===== src/rtl/core_ldalign_pkg.sv =====
// Shared types and helpers for the load-data alignment unit.
package core_ldalign_pkg;

   typedef enum logic [2:0] {
      S_IDLE,
      S_REQ0,
      S_WAIT0,
      S_REQ1,
      S_WAIT1,
      S_RESP
   } ldalign_state_e;

   typedef enum logic [1:0] {
      LD_B = 2'b00,
      LD_H = 2'b01,
      LD_W = 2'b10,
      LD_D = 2'b11
   } ld_size_e;

   // Number of bytes covered by a load of the given size code.
   function automatic logic [3:0] size_bytes(input logic [1:0] size);
      return 4'd1 << size;
   endfunction

endpackage


===== src/rtl/core_ldext_unit.sv =====
// Sign/zero extension of an already right-justified load value.
module core_ldext_unit
   import core_ldalign_pkg::*;
#(
   parameter int XLEN = 64
) (
   input  logic [XLEN-1:0] data_i,
   input  logic [1:0]      size_i,
   input  logic            su_extend_i,
   output logic [XLEN-1:0] ext_o
);

   logic [XLEN-1:0] mask;
   logic            sbit;

   // Keep the addressed bytes and fill the rest with the sign bit or zeros.
   always_comb begin
      mask = '1;
      sbit = 1'b0;
      case (size_i)
         LD_B: begin
            mask = XLEN'(8'hFF);
            sbit = data_i[7];
         end
         LD_H: begin
            mask = XLEN'(16'hFFFF);
            sbit = data_i[15];
         end
         LD_W: begin
            mask = XLEN'(32'hFFFF_FFFF);
            sbit = data_i[31];
         end
         default: begin
            mask = '1;
            sbit = 1'b0;
         end
      endcase
      ext_o = (data_i & mask) | ((!su_extend_i && sbit) ? ~mask : '0);
   end

endmodule


===== src/rtl/core_ldalign.sv =====
// Load-data unit: issues one or two aligned beats per load, merges,
// right-justifies and extends the addressed bytes.
module core_ldalign
   import core_ldalign_pkg::*;
#(
   parameter int XLEN        = 64,
   parameter int AW          = 64,
   parameter bit MISALIGN_EN = 1'b1
) (
   input  logic            i_clk,
   input  logic            i_rstn,
   input  logic            i_req_valid,
   output logic            o_req_ready,
   input  logic [AW-1:0]   i_req_addr,
   input  logic [1:0]      i_req_size,
   input  logic            i_req_su_extend,
   output logic            o_mem_valid,
   input  logic            i_mem_ready,
   output logic [AW-1:0]   o_mem_addr,
   input  logic            i_mem_rvalid,
   input  logic [XLEN-1:0] i_mem_rdata,
   input  logic            i_mem_err,
   output logic            o_rsp_valid,
   input  logic            i_rsp_ready,
   output logic [XLEN-1:0] o_rsp_rdata,
   output logic            o_rsp_err
);

   localparam int NB = XLEN / 8;
   localparam int OW = $clog2(NB);

   ldalign_state_e  state_q, state_d;
   logic [AW-1:0]   addr_q, addr_d;
   logic [1:0]      size_q, size_d;
   logic            su_q, su_d;
   logic [XLEN-1:0] buf0_q, buf0_d;
   logic [XLEN-1:0] buf1_q, buf1_d;
   logic [XLEN-1:0] rdata_q, rdata_d;
   logic            err_q, err_d;

   logic [OW-1:0]     off_in, off_q;
   logic              cross_in, cross_q, illegal_in;
   logic [AW-1:0]     aligned;
   logic [2*XLEN-1:0] merged;
   logic [XLEN-1:0]   ext_data;

   assign off_in     = i_req_addr[OW-1:0];
   assign off_q      = addr_q[OW-1:0];
   assign cross_in   = (5'(off_in) + 5'(size_bytes(i_req_size))) > 5'(NB);
   assign cross_q    = (5'(off_q) + 5'(size_bytes(size_q))) > 5'(NB);
   assign illegal_in = ((i_req_size == LD_D) && (XLEN == 32)) ||
                       (cross_in && !MISALIGN_EN);
   assign aligned    = {addr_q[AW-1:OW], {OW{1'b0}}};

   // Beat buffers: cleared on a new request, filled as each beat returns.
   always_comb begin
      buf0_d = buf0_q;
      buf1_d = buf1_q;
      if (state_q == S_IDLE && i_req_valid) begin
         buf0_d = '0;
         buf1_d = '0;
      end
      if (state_q == S_WAIT0 && i_mem_rvalid) buf0_d = i_mem_rdata;
      if (state_q == S_WAIT1 && i_mem_rvalid) buf1_d = i_mem_rdata;
   end

   // Merge uses the incoming beat so the result can be registered on RESP entry.
   assign merged = {buf1_d, buf0_d} >> {off_q, 3'b000};

   core_ldext_unit #(.XLEN(XLEN)) u_ext (
      .data_i      (merged[XLEN-1:0]),
      .size_i      (size_q),
      .su_extend_i (su_q),
      .ext_o       (ext_data)
   );

   // Next-state, handshake outputs and result capture.
   always_comb begin
      state_d     = state_q;
      addr_d      = addr_q;
      size_d      = size_q;
      su_d        = su_q;
      rdata_d     = rdata_q;
      err_d       = err_q;
      o_req_ready = 1'b0;
      o_mem_valid = 1'b0;
      o_rsp_valid = 1'b0;
      o_mem_addr  = '0;
      case (state_q)
         S_IDLE: begin
            o_req_ready = 1'b1;
            if (i_req_valid) begin
               addr_d = i_req_addr;
               size_d = i_req_size;
               su_d   = i_req_su_extend;
               if (illegal_in) begin
                  state_d = S_RESP;
                  err_d   = 1'b1;
                  rdata_d = '0;
               end else begin
                  state_d = S_REQ0;
                  err_d   = 1'b0;
               end
            end
         end
         S_REQ0: begin
            o_mem_valid = 1'b1;
            o_mem_addr  = aligned;
            if (i_mem_ready) state_d = S_WAIT0;
         end
         S_WAIT0: begin
            if (i_mem_rvalid) begin
               if (i_mem_err) begin
                  state_d = S_RESP;
                  err_d   = 1'b1;
                  rdata_d = '0;
               end else if (cross_q) begin
                  state_d = S_REQ1;
               end else begin
                  state_d = S_RESP;
                  err_d   = 1'b0;
                  rdata_d = ext_data;
               end
            end
         end
         S_REQ1: begin
            o_mem_valid = 1'b1;
            o_mem_addr  = aligned + AW'(NB);
            if (i_mem_ready) state_d = S_WAIT1;
         end
         S_WAIT1: begin
            if (i_mem_rvalid) begin
               state_d = S_RESP;
               err_d   = i_mem_err;
               rdata_d = i_mem_err ? '0 : ext_data;
            end
         end
         S_RESP: begin
            o_rsp_valid = 1'b1;
            if (i_rsp_ready) state_d = S_IDLE;
         end
         default: state_d = S_IDLE;
      endcase
   end

   // State and datapath registers with asynchronous reset.
   always_ff @(posedge i_clk or negedge i_rstn) begin
      if (!i_rstn) begin
         state_q <= S_IDLE;
         addr_q  <= '0;
         size_q  <= '0;
         su_q    <= 1'b0;
         buf0_q  <= '0;
         buf1_q  <= '0;
         rdata_q <= '0;
         err_q   <= 1'b0;
      end else begin
         state_q <= state_d;
         addr_q  <= addr_d;
         size_q  <= size_d;
         su_q    <= su_d;
         buf0_q  <= buf0_d;
         buf1_q  <= buf1_d;
         rdata_q <= rdata_d;
         err_q   <= err_d;
      end
   end

   assign o_rsp_rdata = rdata_q;
   assign o_rsp_err   = err_q;

endmodule


===== config.mk =====
export PLATFORM = sky130hd
export DESIGN_NAME = core_ldalign
export DESIGN_NICKNAME = d
export VERILOG_FILES = /design/src/rtl/core_ldalign_pkg.sv /design/src/rtl/core_ldext_unit.sv /design/src/rtl/core_ldalign.sv
export SDC_FILE = /design/constraint.sdc
export NUM_CORES = 1
export LEC_CHECK = 0
export CELL_PAD_IN_SITES_DETAIL_PLACEMENT = 1
export CELL_PAD_IN_SITES_GLOBAL_PLACEMENT = 1
export CORE_MARGIN = 10
export CORE_UTILIZATION = 43
export CTS_CLUSTER_SIZE = 25
export DETAILED_ROUTE_END_ITERATION = 10
export GPL_ROUTABILITY_DRIVEN = 0
export GPL_TIMING_DRIVEN = 0
export PLACE_DENSITY_LB_ADDON = 0.1
export RECOVER_POWER = 25
export SETUP_SLACK_MARGIN = 0.15
export SLEW_MARGIN = 20
export SYNTH_ARGS = -nofsm -noshare
export SYNTH_HDL_FRONTEND = slang
export SYNTH_SLANG_ARGS = --single-unit

===== constraint.sdc =====
create_clock -name i_clk -period 6.3 [get_ports i_clk]
set_input_delay 1.89 -clock i_clk [delete_from_list [all_inputs] [get_ports i_clk]]
set_output_delay 1.89 -clock i_clk [all_outputs]
set_load 0.02 [all_outputs]

==> metrics.md <==
| Metric | Value |
|---|---|
| Layout cells sized above 1 | 11.29% |
| Largest cells by area after synthesis | dfrtp_1 44%, nand2_1 7.4%, mux2_2 6.5%, mux4_2 5.0%, nor2_1 4.7% |
| Core area | 33450 um2 |
| CTS max path bufs | 3 |
| Slowest stage cell, crit path | clkdlybuf4s50_1 |
| CP top delay family | simple AND/OR/NAND/NOR gates |
| Starting DRC count in detailed routing | 1265 |
| DR WL/cell | 26.48 um |
| Vias/cell | 5.992 |
| Pre-CTS WS | 0.4405 ns |
| Avg Cell Area, Syn | 9.123 um2 |
| All-Layer GR Usage | 29.20% |
| IO buf count | 266 |
| Share of the synthesized area in the top cell type | 43.88% |
| Critical path class | flip-flop to output port |
| Num CTS Buffers | 29 |
| Seq cells post-synth | 255 |
| Critical Path AT | 3.96 ns |
| Hold slack | 0.4821 ns |
| Clock edge transition at the registers on the reported setup and hold paths | 0.06 ns |
| P&R area growth vs syn | 29.52% |
| Final WL | 62760 um |
| Failing checks | capacitance limit, slew limit |
| Ports | 270 |
| Vias in the first global route | 15112 |
| Residual DRC | 0 |
| CTS Sinks | 255 |
| Req. time, crit path | 4.41 ns |
| CP cell instances | buf_2 > buf_4 > nand4_1 > nor3_2 > nor3b_4 > nand4_1 > buf_4 > nor2_2 > nand4_1 > xor2_1 > nor2_1 > clkdlybuf4s50_1 |
| CTS tree | yes |
| F_max | 171.0 MHz |
| Final worst setup slack | 0.4521 ns |
| Yosys top cell by area | dfrtp_1 |
| CTS root buffer | clkbuf_16 |
| Worst-path maximum fanout | 10 |
| Mapped Cells | 1594 |
| Critical Path Start Type | flip-flop |
| Skew-Pair Late Insertion Delay | 0.57 ns |
| Worst-Margin Slew | 2.486 ns |
| Gr ovfl total | 0 |
| Synth top cells by count | 286 x nand2_1, 255 x dfrtp_1, 182 x nor2_1 |
| Drt pass-1 iters | 5 |
| Most common cell on crit path | nand4_1 |
| First-pass GRT wire length | 93410 um |
| Total power | 10.90 mW |
| CP max stage delay | 0.62 ns |
| Initial Util | 43.48% |
| Nature of the critical path endpoint | output port |
| Final period util | 92.82% |
| Row cnt | 67 |
| Pwr Density | 578.7 nW/um2 |
| Seq/Total Area, Yosys | 43.88% |
| Post-synth EDFFs | 0 |
| Final setup skew | 0.01299 ns |
| Die Area | 41580 um2 |
| Fin nets | 2046 |
| CP Buf/Inv Count | 4 |
| Initial antenna violation count | 0 |
| Final ANT Viol Nets | 0 |
| Vias | 14200 |
| DIE HEIGHT | 203.9 um |
| Slew headroom | -65.70% |
| Crit path time final | 5.848 ns |
| Ant diodes | 0 |
| Ys async rst share | 100.0% |
| Worst Hold Class | flip-flop to flip-flop |
| RSZ-0062 raised after global routing | false |
| Max-Cap Viols | 2 |
| H-tree levels | 1 |
| Slew Viols, Final | 176 |
| Final setup vio count | 0 |
| Pleak | 8.190 nW |
| Most frequent cell after synthesis | nand2_1 |
| Mapped Area | 14540 um2 |
| Largest net degree at the start of global routing | 97 |
| Outcome | complete, but fails checks |
| Worst VDD drop | 0.0002890 V |
| Top FF cell, synth | dfrtp_1 |
| Count of cell types in the netlist | 63 |
| Dpl hpwl | 48690 um |
| Final hold violation count | 0 |
| Die width | 203.9 um |
| Yosys warning total | 0 |
-- registers in the layout, summed over array words and instances (netlist names) --
signal	flops
addr_q	64
buf0_q	64
buf1_q	56
o_rsp_err	1
o_rsp_rdata	64
size_q	2
state_q	3
su_q	1
-- worst paths after layout --
check,start,endpoint,slack (ns),depth (start not counted)
max,state_q[1],o_mem_addr[54],0.45,12
min,o_rsp_rdata[22],o_rsp_rdata[22],0.48,1
max reg2reg,size_q[1],o_rsp_rdata[11],1.08,14
min reg2reg,o_rsp_rdata[22],o_rsp_rdata[22],0.48,1
max in group asynchronous,i_rstn,o_rsp_rdata[0],1.50,2
min in group asynchronous,i_rstn,addr_q[22],1.66,1
-- area by class of cell --
cell class | instances | area (um2)
Buffer | 125 | 549.3
Clock buffer | 43 | 858.3
Clock inverter | 7 | 100.1
Fill cell | 3840 | 14610
Inverter | 29 | 108.9
Multi-Input combinational cell | 1187 | 7531
Sequential cell | 255 | 6381
Tap cell | 448 | 560.5
Timing Repair Buffer | 276 | 2746
-- worst reg2reg max path: cells and delay by family (launching register included) --
family | cells | cell delay [ns]
buf+inv | 3 | 0.53
flops | 1 | 0.42
fa+ha+maj | 2 | 0.79
compound gates | 4 | 0.82
simple gates | 5 | 2.57
-- routing by layer --
layer,vias up,GRT usage [%],wire [um]
li1,6193,-,-
met1,7177,35.31,24990
met2,649,49.23,30140
met3,181,4.216,3809
met4,0,16.23,3825
met5,-,0,0
-- power breakdown --
group	internal, mW	switching, mW	total, mW
sequential	2.39	0.495	2.89
combinational	2.39	3.89	6.28
clock	1.02	0.713	1.73
-- cell families (layout without fill, tap and decap cells) --
| family | Yosys count | count (layout) | share of synthesized area, % |
|---|---|---|---|
| fa+ha+maj | 5 | 5 | 0.4818 |
| mux | 158 | 158 | 14.35 |
| buf+inv | 154 | 480 | 4.526 |
| other cells | 1 | 3 | 0.02579 |
| xor+xnor | 53 | 53 | 3.192 |
| compound gates | 301 | 301 | 13.16 |
| flops | 255 | 255 | 43.88 |
| simple gates | 667 | 667 | 20.39 |
-- metrics by stage --
| stage | utilization, % | cell area, um2 | instances | TNS (ns) |
|---|---|---|---|---|
| 2_1_floorplan | - | 14550 | 1596 | 0 |
| 3_3_place_gp | 53.14 | 17770 | 2310 | -2006.70 |
| 3_5_place_dp | 53.40 | 17860 | 2313 | 0 |
| 4_1_cts | 56.32 | 18840 | 2363 | 0 |
| 5_1_grt | 56.31 | 18840 | 2370 | 0 |
| 6_report | 56.31 | 18840 | 2370 | 0 |
-- repair_timing --
action / in CTS / in global routing
gates resized for setup: 3 / 1
hold buffers: 0 / 0
setup endpoints to repair: 11 / 13
pin swaps: 0 / 2
buffers inserted: 0 / 7
-- cell usage in the layout (no fill, tap or decap), types with 4 or more instances in the layout --
cell type / Yosys / final
nand2b_1: 4 / 4
a211oi_1: 21 / 21
nand2_1: 286 / 286
clkbuf_1: 72 / 79
dfrtp_1: 255 / 255
nor3_1: 24 / 23
and4_1: 9 / 9
o21ai_0: 125 / 125
nand3_1: 84 / 84
o211ai_1: 5 / 5
a22oi_1: 18 / 18
a211o_1: 17 / 17
buf_6: 5 / 5
xor2_1: 41 / 41
and2_1: 6 / 6
inv_1: 27 / 27
nand4_1: 15 / 15
mux2_2: 84 / 84
clkinv_2: 0 / 4
buf_4: 4 / 11
buf_2: 22 / 22
clkbuf_16: 0 / 29
xnor2_1: 12 / 12
and3_1: 18 / 18
or3_1: 7 / 7
a31oi_1: 6 / 6
buf_1: 22 / 22
clkbuf_8: 0 / 8
a22o_1: 42 / 42
mux2i_1: 42 / 42
ha_1: 4 / 4
nor2_1: 182 / 181
nor2b_1: 12 / 12
clkdlybuf4s50_1: 0 / 265
mux4_2: 32 / 32
a21oi_1: 52 / 52
No activity file was read; power rests on OpenSTA's default activity.
